[config.mk]
export PLATFORM = sky130hd
export DESIGN_NAME = stream_demux_dispatch
export DESIGN_NICKNAME = d
export VERILOG_FILES = /design/src/rtl/demux_pkg.sv /design/src/rtl/stream_demux_dispatch_fifo2.sv /design/src/rtl/stream_demux_dispatch.sv
export SDC_FILE = /design/constraint.sdc
export NUM_CORES = 1
export LEC_CHECK = 0
export BUFFER_PORTS_ARGS = -buffer_cell sky130_fd_sc_hd__buf_2
export CORE_MARGIN = 3
export CORE_UTILIZATION = 49
export DETAILED_ROUTE_END_ITERATION = 8
export GPL_TIMING_DRIVEN = 0
export PLACE_DENSITY = 0.73
export SETUP_SLACK_MARGIN = 0.1
export SYNTH_ARGS = -nofsm -noshare
export SYNTH_HDL_FRONTEND = slang
export SYNTH_SLANG_ARGS = --single-unit
[constraint.sdc]
create_clock -name clk -period 1.59 [get_ports clk]
set_input_delay 0.159 -clock clk [delete_from_list [all_inputs] [get_ports clk]]
set_output_delay 0.159 -clock clk [all_outputs]
set_load 0.02 [all_outputs]
[src/rtl/demux_pkg.sv]
// Shared definitions for the stream demux dispatcher: default widths,
// FIFO depth and the channel identifier type.
package demux_pkg;

    localparam int DEF_DATA_W = 8;   // default payload width
    localparam int DEF_CNT_W  = 16;  // default per-channel beat counter width
    localparam int FIFO_DEPTH = 2;   // per-channel buffering, fixed

    typedef enum logic {
        CH0 = 1'b0,
        CH1 = 1'b1
    } chan_e;

endpackage

[src/rtl/stream_demux_dispatch_fifo2.sv]
// demux_fifo2: two-entry register FIFO used per output channel.
// The head entry is read straight from the storage array so that the
// payload stays constant while the consumer stalls. Push into a full FIFO
// and pop from an empty FIFO are ignored.
module demux_fifo2
    import demux_pkg::*;
#(
    parameter int DATA_W = DEF_DATA_W,
    parameter int DEPTH  = FIFO_DEPTH
) (
    input  logic              clk,
    input  logic              rst_n,
    input  logic              push,
    input  logic [DATA_W-1:0] push_data,
    input  logic              pop,
    output logic [DATA_W-1:0] pop_data,
    output logic              full,
    output logic              empty
);

    logic [DATA_W-1:0] mem_reg [2];
    logic              wr_ptr_reg;
    logic              rd_ptr_reg;
    logic [1:0]        count_reg;
    logic [1:0]        count_next;
    logic              push_en;
    logic              pop_en;

    assign full     = (count_reg == 2'(DEPTH));
    assign empty    = (count_reg == 2'd0);
    assign push_en  = push & ~full;
    assign pop_en   = pop & ~empty;
    assign pop_data = mem_reg[rd_ptr_reg];

    // Occupancy: a simultaneous push and pop leaves it unchanged.
    always_comb begin
        count_next = count_reg;
        case ({push_en, pop_en})
            2'b10:   count_next = count_reg + 2'd1;
            2'b01:   count_next = count_reg - 2'd1;
            default: count_next = count_reg;
        endcase
    end

    // Storage and pointers; cleared so the head reads zero out of reset.
    always_ff @(posedge clk or negedge rst_n) begin
        if (!rst_n) begin
            mem_reg[0] <= '0;
            mem_reg[1] <= '0;
            wr_ptr_reg <= 1'b0;
            rd_ptr_reg <= 1'b0;
            count_reg  <= 2'd0;
        end else begin
            if (push_en) begin
                mem_reg[wr_ptr_reg] <= push_data;
                wr_ptr_reg          <= ~wr_ptr_reg;
            end
            if (pop_en) begin
                rd_ptr_reg <= ~rd_ptr_reg;
            end
            count_reg <= count_next;
        end
    end

endmodule

[src/rtl/stream_demux_dispatch.sv]
// stream_demux_dispatch: registered 1:2 stream demultiplexer.
// Each accepted beat goes to a per-channel 2-entry FIFO; pops are counted
// per channel with wrap-around counters.
// Optional feature: define DEMUX_RR_EN to ignore in_sel and alternate the
// destination on every accepted beat (stalling if that channel is full).
module stream_demux_dispatch
    import demux_pkg::*;
#(
    parameter int DATA_W = DEF_DATA_W,
    parameter int CNT_W  = DEF_CNT_W,
    parameter int DEPTH  = FIFO_DEPTH
) (
    input  logic              clk,
    input  logic              rst_n,
    input  logic [DATA_W-1:0] in_data,
    input  logic              in_sel,
    input  logic              in_valid,
    output logic              in_ready,
    output logic [DATA_W-1:0] out0_data,
    output logic              out0_valid,
    input  logic              out0_ready,
    output logic [DATA_W-1:0] out1_data,
    output logic              out1_valid,
    input  logic              out1_ready,
    output logic [CNT_W-1:0]  cnt0,
    output logic [CNT_W-1:0]  cnt1
);

    logic [1:0] full_w;
    logic [1:0] empty_w;
    logic [1:0] push_w;
    logic [1:0] pop_w;
    logic [1:0] out_ready_w;
    chan_e      dest;
    logic       accept;

    assign out_ready_w = {out1_ready, out0_ready};

`ifdef DEMUX_RR_EN
    chan_e rr_ptr_reg;
    chan_e rr_ptr_next;
    logic  unused_in_sel;

    assign unused_in_sel = in_sel;
    assign dest          = rr_ptr_reg;

    // Round-robin pointer advances only when a beat is actually accepted.
    always_comb begin
        rr_ptr_next = rr_ptr_reg;
        if (accept) begin
            rr_ptr_next = (rr_ptr_reg == CH0) ? CH1 : CH0;
        end
    end

    // Round-robin pointer register.
    always_ff @(posedge clk or negedge rst_n) begin
        if (!rst_n) begin
            rr_ptr_reg <= CH0;
        end else begin
            rr_ptr_reg <= rr_ptr_next;
        end
    end
`else
    assign dest = in_sel ? CH1 : CH0;
`endif

    // Ready depends only on the chosen FIFO's fill state, never on the
    // downstream readies, so a pop on a full channel does not free a slot
    // in the same cycle.
    assign in_ready = ~full_w[dest];
    assign accept   = in_valid & in_ready;

    generate
        for (genvar gi = 0; gi < 2; gi++) begin : g_chan
            logic [DATA_W-1:0] head_w;
            logic [CNT_W-1:0]  cnt_reg;
            logic [CNT_W-1:0]  cnt_next;

            assign push_w[gi] = accept & (dest == ((gi == 0) ? CH0 : CH1));
            assign pop_w[gi]  = ~empty_w[gi] & out_ready_w[gi];

            demux_fifo2 #(
                .DATA_W (DATA_W),
                .DEPTH  (DEPTH)
            ) u_fifo (
                .clk       (clk),
                .rst_n     (rst_n),
                .push      (push_w[gi]),
                .push_data (in_data),
                .pop       (pop_w[gi]),
                .pop_data  (head_w),
                .full      (full_w[gi]),
                .empty     (empty_w[gi])
            );

            // Beat counter steps on each delivered beat and wraps silently.
            always_comb begin
                cnt_next = cnt_reg;
                if (pop_w[gi]) begin
                    cnt_next = cnt_reg + CNT_W'(1);
                end
            end

            // Beat counter register.
            always_ff @(posedge clk or negedge rst_n) begin
                if (!rst_n) begin
                    cnt_reg <= '0;
                end else begin
                    cnt_reg <= cnt_next;
                end
            end
        end
    endgenerate

    assign out0_data  = g_chan[0].head_w;
    assign out1_data  = g_chan[1].head_w;
    assign out0_valid = ~empty_w[0];
    assign out1_valid = ~empty_w[1];
    assign cnt0       = g_chan[0].cnt_reg;
    assign cnt1       = g_chan[1].cnt_reg;

endmodule

==> Implementation_results.wiki, run 1 <==
{| class="wikitable"
! Metric !! Value
|-
| Routed Wire Length || 6420 um
|-
| Kind of launch point of the worst setup path || flip-flop
|-
| Depth of the worst register-to-register path || 6
|-
| Number of detailed-routing iterations run before antenna repair || 4
|-
| Delay of the slowest cell on the worst path || 0.38 ns
|-
| Nets || 352
|-
| Flip-flop count of the largest register, all copies and words added || 32
|-
| Fmax || 645 MHz
|-
| Final Critical Period || 1.55 ns
|-
| Largest fanout on the critical path || 6
|-
| Cells after synthesis || 236
|-
| Endpoint arrival time on the critical path || 1.39 ns
|-
| TritonCTS clock tree || yes
|-
| Worst path buffer plus inverter count || 2
|-
| Worst hold margin || 0.0879 ns
|-
| Number of enable flip-flop cells after synthesis || 0
|-
| Maximum vdd ir drop || 0.00139 V
|-
| # diodes || 0
|-
| Unrepaired setup endpoints after global routing || true
|-
| Number of hold violations in the final report || 0
|-
| Final slew viol count || 0
|-
| Setup violators final || 0
|-
| Final Non-Filler Cells || 414
|-
| Fin crit share || 97.5%
|-
| Startpoint of the worst register-to-register path || g_chan[1].u_fifo.count_reg[0]
|-
| Post-synthesis sequential element count || 72
|-
| Die Area || 7580 um^2
|-
| # IOs || 65
|-
| Cell types occupying the most area after synthesis || dfrtp_1 (56%), mux2_2 (9.1%), xnor2_1 (8.4%)
|-
| Area delta synth->final || 33.3%
|-
| Switching part of the total || 36.3%
|-
| Status || finished clean
|-
| Std-Cell Rows || 28
|-
| Maxcap violations || 0
|-
| DR vias/cell || 5.21
|-
| Biggest area consumer among synthesized cells || dfrtp_1
|-
| Combinational cell fraction of total power || 48.6%
|-
| Per-instance average area after synthesis || 13.6 um^2
|-
| WP data required || 1.43 ns
|-
| Ys async rst share || 100%
|-
| Highest-delay cell along the critical path || dfrtp_1
|-
| Share of final-layout standard cells stronger than drive strength 1 || 49.0%
|-
| Most instantiated flip-flop cell in the synthesis netlist || dfrtp_1
|-
| Clock power frac || 14.6%
|-
| Class of the worst hold path || in2reg
|-
| Root buffer cell || clkbuf_8
|-
| Post-Place Worst Slack || -0.0441 ns
|-
| Most frequent cell on the critical path || buf_6
|-
| Chip height || 87.1 um
|-
| H-tree depth reported by CTS || 3
|-
| Inserted Clock Buffers || 9
|-
| Total number of vias || 2,156
|-
| LEAKAGE || 2.04 nW
|-
| Hold Path Depth || 2
|-
| Count of routing violations after the opening detailed-route iteration || 52
|-
| Share of synthesized area occupied by flip-flops and latches || 56.0%
|-
| Kind of end point of the critical path || primary output
|-
| Number of placed instances with taps included || 375
|-
| Clock network latency to the later pin of the worst-skew pair || 0.33 ns
|-
| Synth top area share || 56.0%
|-
| Global placer's final weighted congestion || 0.736
|-
| Antenna viol nets, final || 0
|-
| I/O Buffers || 64
|-
| Portion of total power attributed to sequential cells || 36.8%
|-
| Worst Setup Slack, final || 0.0392 ns
|-
| Clock Skews || 0.0117 ns
|-
| Core Box Area || 6130 um^2
|-
| Post-CTS clock slew at the launch and capture registers of the worst setup and hold paths || 0.07 ns
|-
| List of cells traversed by the critical path || buf_6 -> nand2b_4 -> mux2_4 -> buf_6
|-
| Antenna violations before repair || 0
|-
| First-pass GRT wire length || 10,500 um
|-
| YS warnings || 0
|-
| Family of cells with the greatest summed delay on the critical path || flip-flops
|-
| Number of sinks on the clock net || 72
|-
| Worst Path Class, Setup || reg2out
|-
| End of the worst register-to-register path || g_chan[1].u_fifo.mem_reg[11]
|-
| Worst-case clock buffer depth || 2
|-
| Reported net switching power || 3.09 mW
|-
| Via count of the first global-routing pass || 2,165
|-
| Worst Max-Slew Pin Slew || 0.895 ns
|-
| Minimum setup slack among reg-to-reg paths || 0.10 ns
|-
| Count of filler cells inserted in the layout || 426
|-
| Initial core utilization || 52.5%
|-
| End of the worst hold path || g_chan[0].u_fifo.mem_reg[1]
|-
| Remaining global-route overflow || 0
|-
| Cell Area, Synth || 3220 um^2
|-
| Max-slew headroom at the worst pin || 40.4%
|-
| Per-cell routed wire length || 15.5 um
|-
| HP Start || in_data[1]
|-
| Internal power || 5.43 mW
|-
| Total global-route track usage || 17.6%
|-
| Pin count of the biggest net entering global routing || 73
|-
| Placed wire-length estimate || 4040 um
|-
| Syn_nets || 254
|-
| Die width || 87.1 um
|-
| Synth cell types || 33
|-
| Total power divided by cell area || 1980 nW/um^2
|-
| Drt drc || 0
|}
[final cells by class]
type                            instances  area [um^2]  share of cell area (%)
Buffer                                  1         11.3                   0.262
Clock buffer                           13          149                    3.47
Clock inverter                          3         17.5                   0.408
Inverter                                4         15.0                   0.350
Multi-Input combinational cell        157         1540                    36.0
Sequential cell                        72         1820                    42.3
Tap cell                               75         93.8                    2.19
Timing Repair Buffer                   89          644                    15.0
[synth_stat cells (2+ instances only)]
cell      count
xnor2_1      31
or2_2         2
and4_1        3
nor2_1        7
mux2_2       26
inv_1         3
nand3_1      10
nor4_1        2
ha_1          4
and3_1        2
xor2_1        9
mux2_1       23
clkbuf_1      2
nand4_1       7
nand2_1      16
dfrtp_1      72
[per-stage QoR]
| stage | setup TNS (ns) | utilization (%) | instance area (um^2) | power, mW |
|---|---|---|---|---|
| floorplan | 0 | - | 3230 | 5.12 |
| global placement | -4.10 | 59.4 | 3640 | 5.92 |
| detailed placement | -0.0502 | 59.5 | 3650 | 6.02 |
| CTS | 0 | 65.2 | 4000 | 7.66 |
| global route | -0.0140 | 70.0 | 4290 | 9.02 |
| finish | 0 | 70.0 | 4290 | 8.51 |
[metal layers]
layer  GRT usage, %  share of wire, %
met5              0                 0
met4           5.95              0.79
met3           3.41               4.3
met2           28.6                49
met1           23.8                45
[cell usage in the layout (no fill, tap or decap), drive strengths merged]
master / instances
and3: 2
and4: 3
buf: 89
clkbuf: 13
clkinv: 2
clkinvlp: 1
dfrtp: 72
dlygate4sd3: 1
ha: 4
inv: 4
mux2: 49
nand2: 16
nand2b: 2
nand3: 11
nand3b: 1
nand4: 8
nand4b: 1
nor2: 9
nor3: 2
nor4: 4
o211ai: 1
o21ai: 2
or2: 2
xnor2: 31
xor2: 9
[cells by family (layout without fill, tap and decap cells)]
group           Yosys count  after routing  share of synthesized area [%]
compound gates            3              3                           1.01
xor+xnor                 40             40                           10.9
fa+ha+maj                 4              4                           1.55
buf+inv                   7            110                          0.855
flops                    72             72                           56.0
mux                      49             49                           17.1
simple gates             61             61                           12.6
[what timing repair did]
| action | in CTS | in global routing |
|---|---|---|
| endpoints found under the setup margin | 48 | 41 |
| hold buffers | 1 | 0 |
| resized for setup | 19 | 66 |
| hold endpoints to repair | 72 | 0 |
| pin swaps | 4 | 12 |
| buffers inserted | 17 | 7 |
[how the worst max path moves through the flow]
stage / start / endpoint / slack, ns / cells past startpoint
global placement: rst_n / cnt0[1] / -0.18 / 1
CTS: g_chan[1].u_fifo.count_reg[0] / in_ready / 0.03 / 4
detailed placement: g_chan[0].u_fifo.count_reg[1] / g_chan[0].u_fifo.count_reg[1] / -0.04 / 6
global route: g_chan[1].u_fifo.count_reg[0] / in_ready / -0.01 / 4
floorplan: g_chan[0].u_fifo.count_reg[1] / g_chan[0].u_fifo.count_reg[1] / 0.11 / 5
finish: g_chan[1].u_fifo.count_reg[0] / in_ready / 0.04 / 4
[power by group through the flow]
stage          Combinational, mW  Sequential, mW  Clock, mW
5_1_grt                     4.42            3.23       1.37
6_report                    4.14            3.13       1.24
3_3_place_gp                2.88            3.04          0
2_1_floorplan               1.98            3.14          0
4_1_cts                     3.33            3.06       1.27
3_5_place_dp                2.95            3.07          0
Power figures use the tool's default switching activity.
==> inputs of run 2 (changes only) <==
ABC_AREA = 1   (was unset)
CAP_MARGIN = 20   (was unset)
CORE_UTILIZATION = 50   (was 49)
PLACE_DENSITY = 0.74   (was 0.73)
==> run 2 against run 1 <==
Net effect:
- clock power about the same
- setup slack improved by 0.042 ns
- power decreased by 9.0%
- non-clock buffer count increased by 2
- register-to-register slack got worse by 0.02 ns
- final area increased by 4.1%
- core utilization decreased by 1.6 points
- routed wire length increased by 17%
==> Implementation_results.wiki, run 2 <==
{| class="wikitable"
! Metric !! Value
|-
| Status || finished clean
|-
| Post-Place Worst Slack || 0.0126 ns (+0.0567 ns)
|-
| Worst path buffer plus inverter count || 3 (+1)
|-
| Number of hold violations in the final report || 0 (unchanged)
|-
| Most frequently used cell type in the post-synthesis netlist || nand2_1
|-
| Worst-case clock buffer depth || 2 (unchanged)
|-
| Final Critical Period || 1.51 ns (-0.0422 ns)
|-
| Core Box Area || 6530 um^2 (+6.5%)
|-
| Post-Synth Simple-Gate Area || 25.1% (+13 points)
|-
| I/O Buffers || 64 (unchanged)
|-
| Area post-placement || 3900 um^2 (+6.9%)
|-
| Share of final-layout standard cells stronger than drive strength 1 || 31.4% (-18 points)
|-
| Final slew viol count || 0 (unchanged)
|-
| Endpoint of the most critical setup path || g_chan[0].u_fifo.mem_reg[15]
|-
| Maxcap violations || 0 (unchanged)
|-
| Number of detailed-routing iterations run before antenna repair || 4 (unchanged)
|-
| Delay of the slowest cell on the worst path || 0.43 ns (+0.05 ns)
|-
| Initial core utilization || 52.8% (+0.31 points)
|-
| Most common cell after layout, fill and taps aside || nand2_1
|-
| Count of routing violations after the opening detailed-route iteration || 101 (+94%)
|-
| Fmax || 663 MHz (+2.8%)
|-
| Worst Max-Slew Pin Slew || 0.888 ns (-0.00666 ns)
|-
| YS warnings || 0 (unchanged)
|-
| Post-route cell area || 4460 um^2 (+4.1%)
|-
| Number of sinks on the clock net || 72 (unchanged)
|-
| Share of synthesized area occupied by flip-flops and latches || 52.2% (-3.7 points)
|-
| Worst Setup Slack, final || 0.0814 ns (+0.0422 ns)
|-
| Minimum setup slack among reg-to-reg paths || 0.08 ns (-0.02 ns)
|-
| Total power divided by cell area || 1740 nW/um^2 (-13%)
|-
| Maximum vdd ir drop || 0.00112 V (-19%)
|-
| Area delta synth->final || 29.4%
|-
| H-tree depth reported by CTS || 3 (unchanged)
|-
| List of cells traversed by the critical path || inv_2 -> a21oi_4 -> nand2_2 -> or2_4 -> buf_6 -> buf_12 -> nand2_4 -> o21ai_2
|-
| Chip height || 89.1 um (+2.3%)
|-
| Drt drc || 0 (unchanged)
|-
| First-pass GRT wire length || 12,000 um (+14%)
|-
| Unrepaired setup endpoints after global routing || true
|-
| Ys async rst share || 100% (unchanged)
|-
| Remaining global-route overflow || 0 (unchanged)
|-
| Routed Wire Length || 7540 um (+17%)
|-
| Clock network latency to the later pin of the worst-skew pair || 0.34 ns (about the same)
|-
| Antenna violations before repair || 0 (unchanged)
|-
| Fin crit share || 94.9% (-2.7 points)
|-
| # diodes || 0 (unchanged)
|-
| Max-slew headroom at the worst pin || 40.8% (+0.44 points)
|-
| Per-instance average area after synthesis || 8.50 um^2 (-38%)
|-
| Std-Cell Rows || 29 (+3.6%)
|-
| Complex-gate fraction of the synthesized area || 7.76% (+6.8 points)
|-
| Post-CTS clock slew at the launch and capture registers of the worst setup and hold paths || 0.08 ns (about the same)
|-
| End of the worst register-to-register path || g_chan[0].u_fifo.mem_reg[15]
|-
| Worst Path Class, Setup || reg2reg
|-
| Kind of end point of the critical path || flip-flop
|-
| Launching instance or port of the critical path || g_chan[0].u_fifo.count_reg[0]
|-
| Clock Skews || 0.00671 ns (-0.00499 ns)
|-
| Antenna viol nets, final || 0 (unchanged)
|-
| Nets || 519 (+47%)
|-
| Setup violators final || 0 (unchanged)
|-
| Highest-count cells in the layout ignoring fill and taps || nand2_1 (140), dfrtp_1 (68), buf_2 (63), inv_1 (41), o21ai_0 (19)
|-
| # IOs || 65 (unchanged)
|-
| Flip-flop count of the largest register, all copies and words added || 32 (unchanged)
|-
| Crit path depth || 8 (+4)
|-
| Number of enable flip-flop cells after synthesis || 0 (unchanged)
|-
| Count of filler cells inserted in the layout || 523 (+23%)
|-
| Total global-route track usage || 19.6% (+1.9 points)
|-
| Die Area || 7930 um^2 (+4.7%)
|-
| Family of cells with the greatest summed delay on the critical path || flip-flops
|-
| Biggest area consumer among synthesized cells || dfrtp_1
|-
| Synth cell types || 27 (-18%)
|-
| Die width || 89.1 um (+2.3%)
|-
| Largest fanout on the critical path || 5 (-1)
|-
| Cell Area, Synth || 3450 um^2 (+7.2%)
|-
| Combinational family with the most area after synthesis || simple AND/OR/NAND/NOR gates
|-
| Global placer's final weighted congestion || 0.794 (+7.9%)
|-
| Xor and xnor area share after synthesis || 6.35% (-4.5 points)
|-
| TritonCTS clock tree || yes
|-
| Post-layout utilization of the core || 68.4% (-1.6 points)
|-
| Cell types occupying the most area after synthesis || dfrtp_1 (52%), nand2_1 (16%), inv_1 (4.6%)
|-
| Depth of the worst register-to-register path || 8 (+2)
|-
| Synth top area share || 52.2% (-3.7 points)
|-
| Most instantiated flip-flop cell in the synthesis netlist || dfrtp_1
|-
| Accumulated negative setup slack || 0 ns (unchanged)
|-
| Root buffer cell || clkbuf_8
|-
| Via count of the first global-routing pass || 2,632 (+22%)
|-
| LEAKAGE || 2.31 nW (+13%)
|-
| Post-synthesis sequential element count || 72 (unchanged)
|-
| Total number of vias || 2,893 (+34%)
|-
| Fraction of the mapped netlist area in adder cells || 1.45% (-0.10 points)
|-
| Kind of launch point of the worst setup path || flip-flop
|-
| WP data required || 1.82 ns (+0.39 ns)
|-
| Highest-delay cell along the critical path || dfrtp_2
|-
| DR vias/cell || 4.96 (-4.7%)
|-
| Per-cell routed wire length || 12.9 um (-17%)
|-
| Commonest cells in the synthesized netlist || nand2_1 (149), dfrtp_1 (72), inv_1 (42), o21ai_0 (21), nor2_1 (20)
|-
| Placed wire-length estimate || 5080 um (+26%)
|-
| Cells after synthesis || 406 (+72%)
|-
| Endpoint arrival time on the critical path || 1.74 ns (+0.35 ns)
|-
| Startpoint of the worst register-to-register path || g_chan[0].u_fifo.count_reg[0]
|-
| Inserted Clock Buffers || 9 (unchanged)
|-
| Multiplexer share of the synthesized area || 0% (-17 points)
|-
| Pin count of the biggest net entering global routing || 73 (unchanged)
|-
| Class of the worst hold path || in2reg
|-
| Syn_nets || 424 (+67%)
|}
[run 2: cell count changes after synthesis, moves of 4 or more]
cell / delta
xnor2_1: -17
nand3_1: +6
nand2_1: +133
o21ai_2: +13
nand2_2: +4
mux2_2: -26
o21ai_0: +21
inv_1: +39
mux2_1: -23
nor2_1: +13
[run 2: area by class of cell]
class / count / area, um^2 / share of cell area (%)
buffer: 6 / 72.6 / 1.63
clock buffer: 13 / 149 / 3.34
clock inverter: 3 / 17.5 / 0.392
inverter: 47 / 191 / 4.29
multi-input combinational: 279 / 1580 / 35.3
sequential: 72 / 1810 / 40.5
tap: 77 / 96.3 / 2.16
timing repair buffer: 86 / 554 / 12.4
[run 2: metrics by stage]
stage                     hold slack, ns  instances  total power, mW
final                              0.150        583             7.75
after global placement             0.464        547             5.72
after floorplan                   -0.137        406             4.94
after CTS                          0.140        563             7.16
after detailed placement           0.344        547             5.83
after global routing               0.157        583             8.32
[run 2: cells by family (layout without fill, tap and decap cells)]
family          after synthesis  after routing
compound gates               41             41
buf+inv                      55            155
flops                        72             72
xor+xnor                     25             25
fa+ha+maj                     4              4
simple gates                209            209
[run 2: how the worst min path moves through the flow]
stage / start / endpoint / slack [ns] / cells past startpoint
floorplan: rst_n / cnt0[0] / -0.14 / 0
detailed placement: rst_n / cnt0[13] / 0.34 / 1
global placement: g_chan[0].u_fifo.mem_reg[8] / g_chan[0].u_fifo.mem_reg[8] / 0.46 / 2
global route: in_data[4] / g_chan[1].u_fifo.mem_reg[12] / 0.16 / 3
CTS: in_data[4] / g_chan[0].u_fifo.mem_reg[12] / 0.14 / 3
finish: in_data[5] / g_chan[1].u_fifo.mem_reg[13] / 0.15 / 3
[run 2: metal layers]
layer	GRT usage [%]	share of wire, %
met5	0	0
met4	7.71	1.4
met3	3.96	3.7
met2	31.8	48
met1	26.0	47
[run 2: timing repair]
item	CTS	global route
setup endpoints to repair	38	57
cloned	0	3
resized for setup	10	40
buffers inserted	1	17
hold buffers	1	0
pin swaps	0	13
hold endpoints to repair	72	0
[run 2: worst register-to-register path, stage by stage, from the launching register on]
cell,delay [ns]
dfrtp_2,0.43
inv_2,0.06
a21oi_4,0.18
nand2_2,0.11
or2_4,0.27
buf_6,0.14
buf_12,0.13
nand2_4,0.04
o21ai_2,0.04
[run 2: power by group]
part | switching (mW) | internal [mW]
sequential | 0.579 | 2.48
clock | 0.649 | 0.606
combinational | 1.96 | 1.48
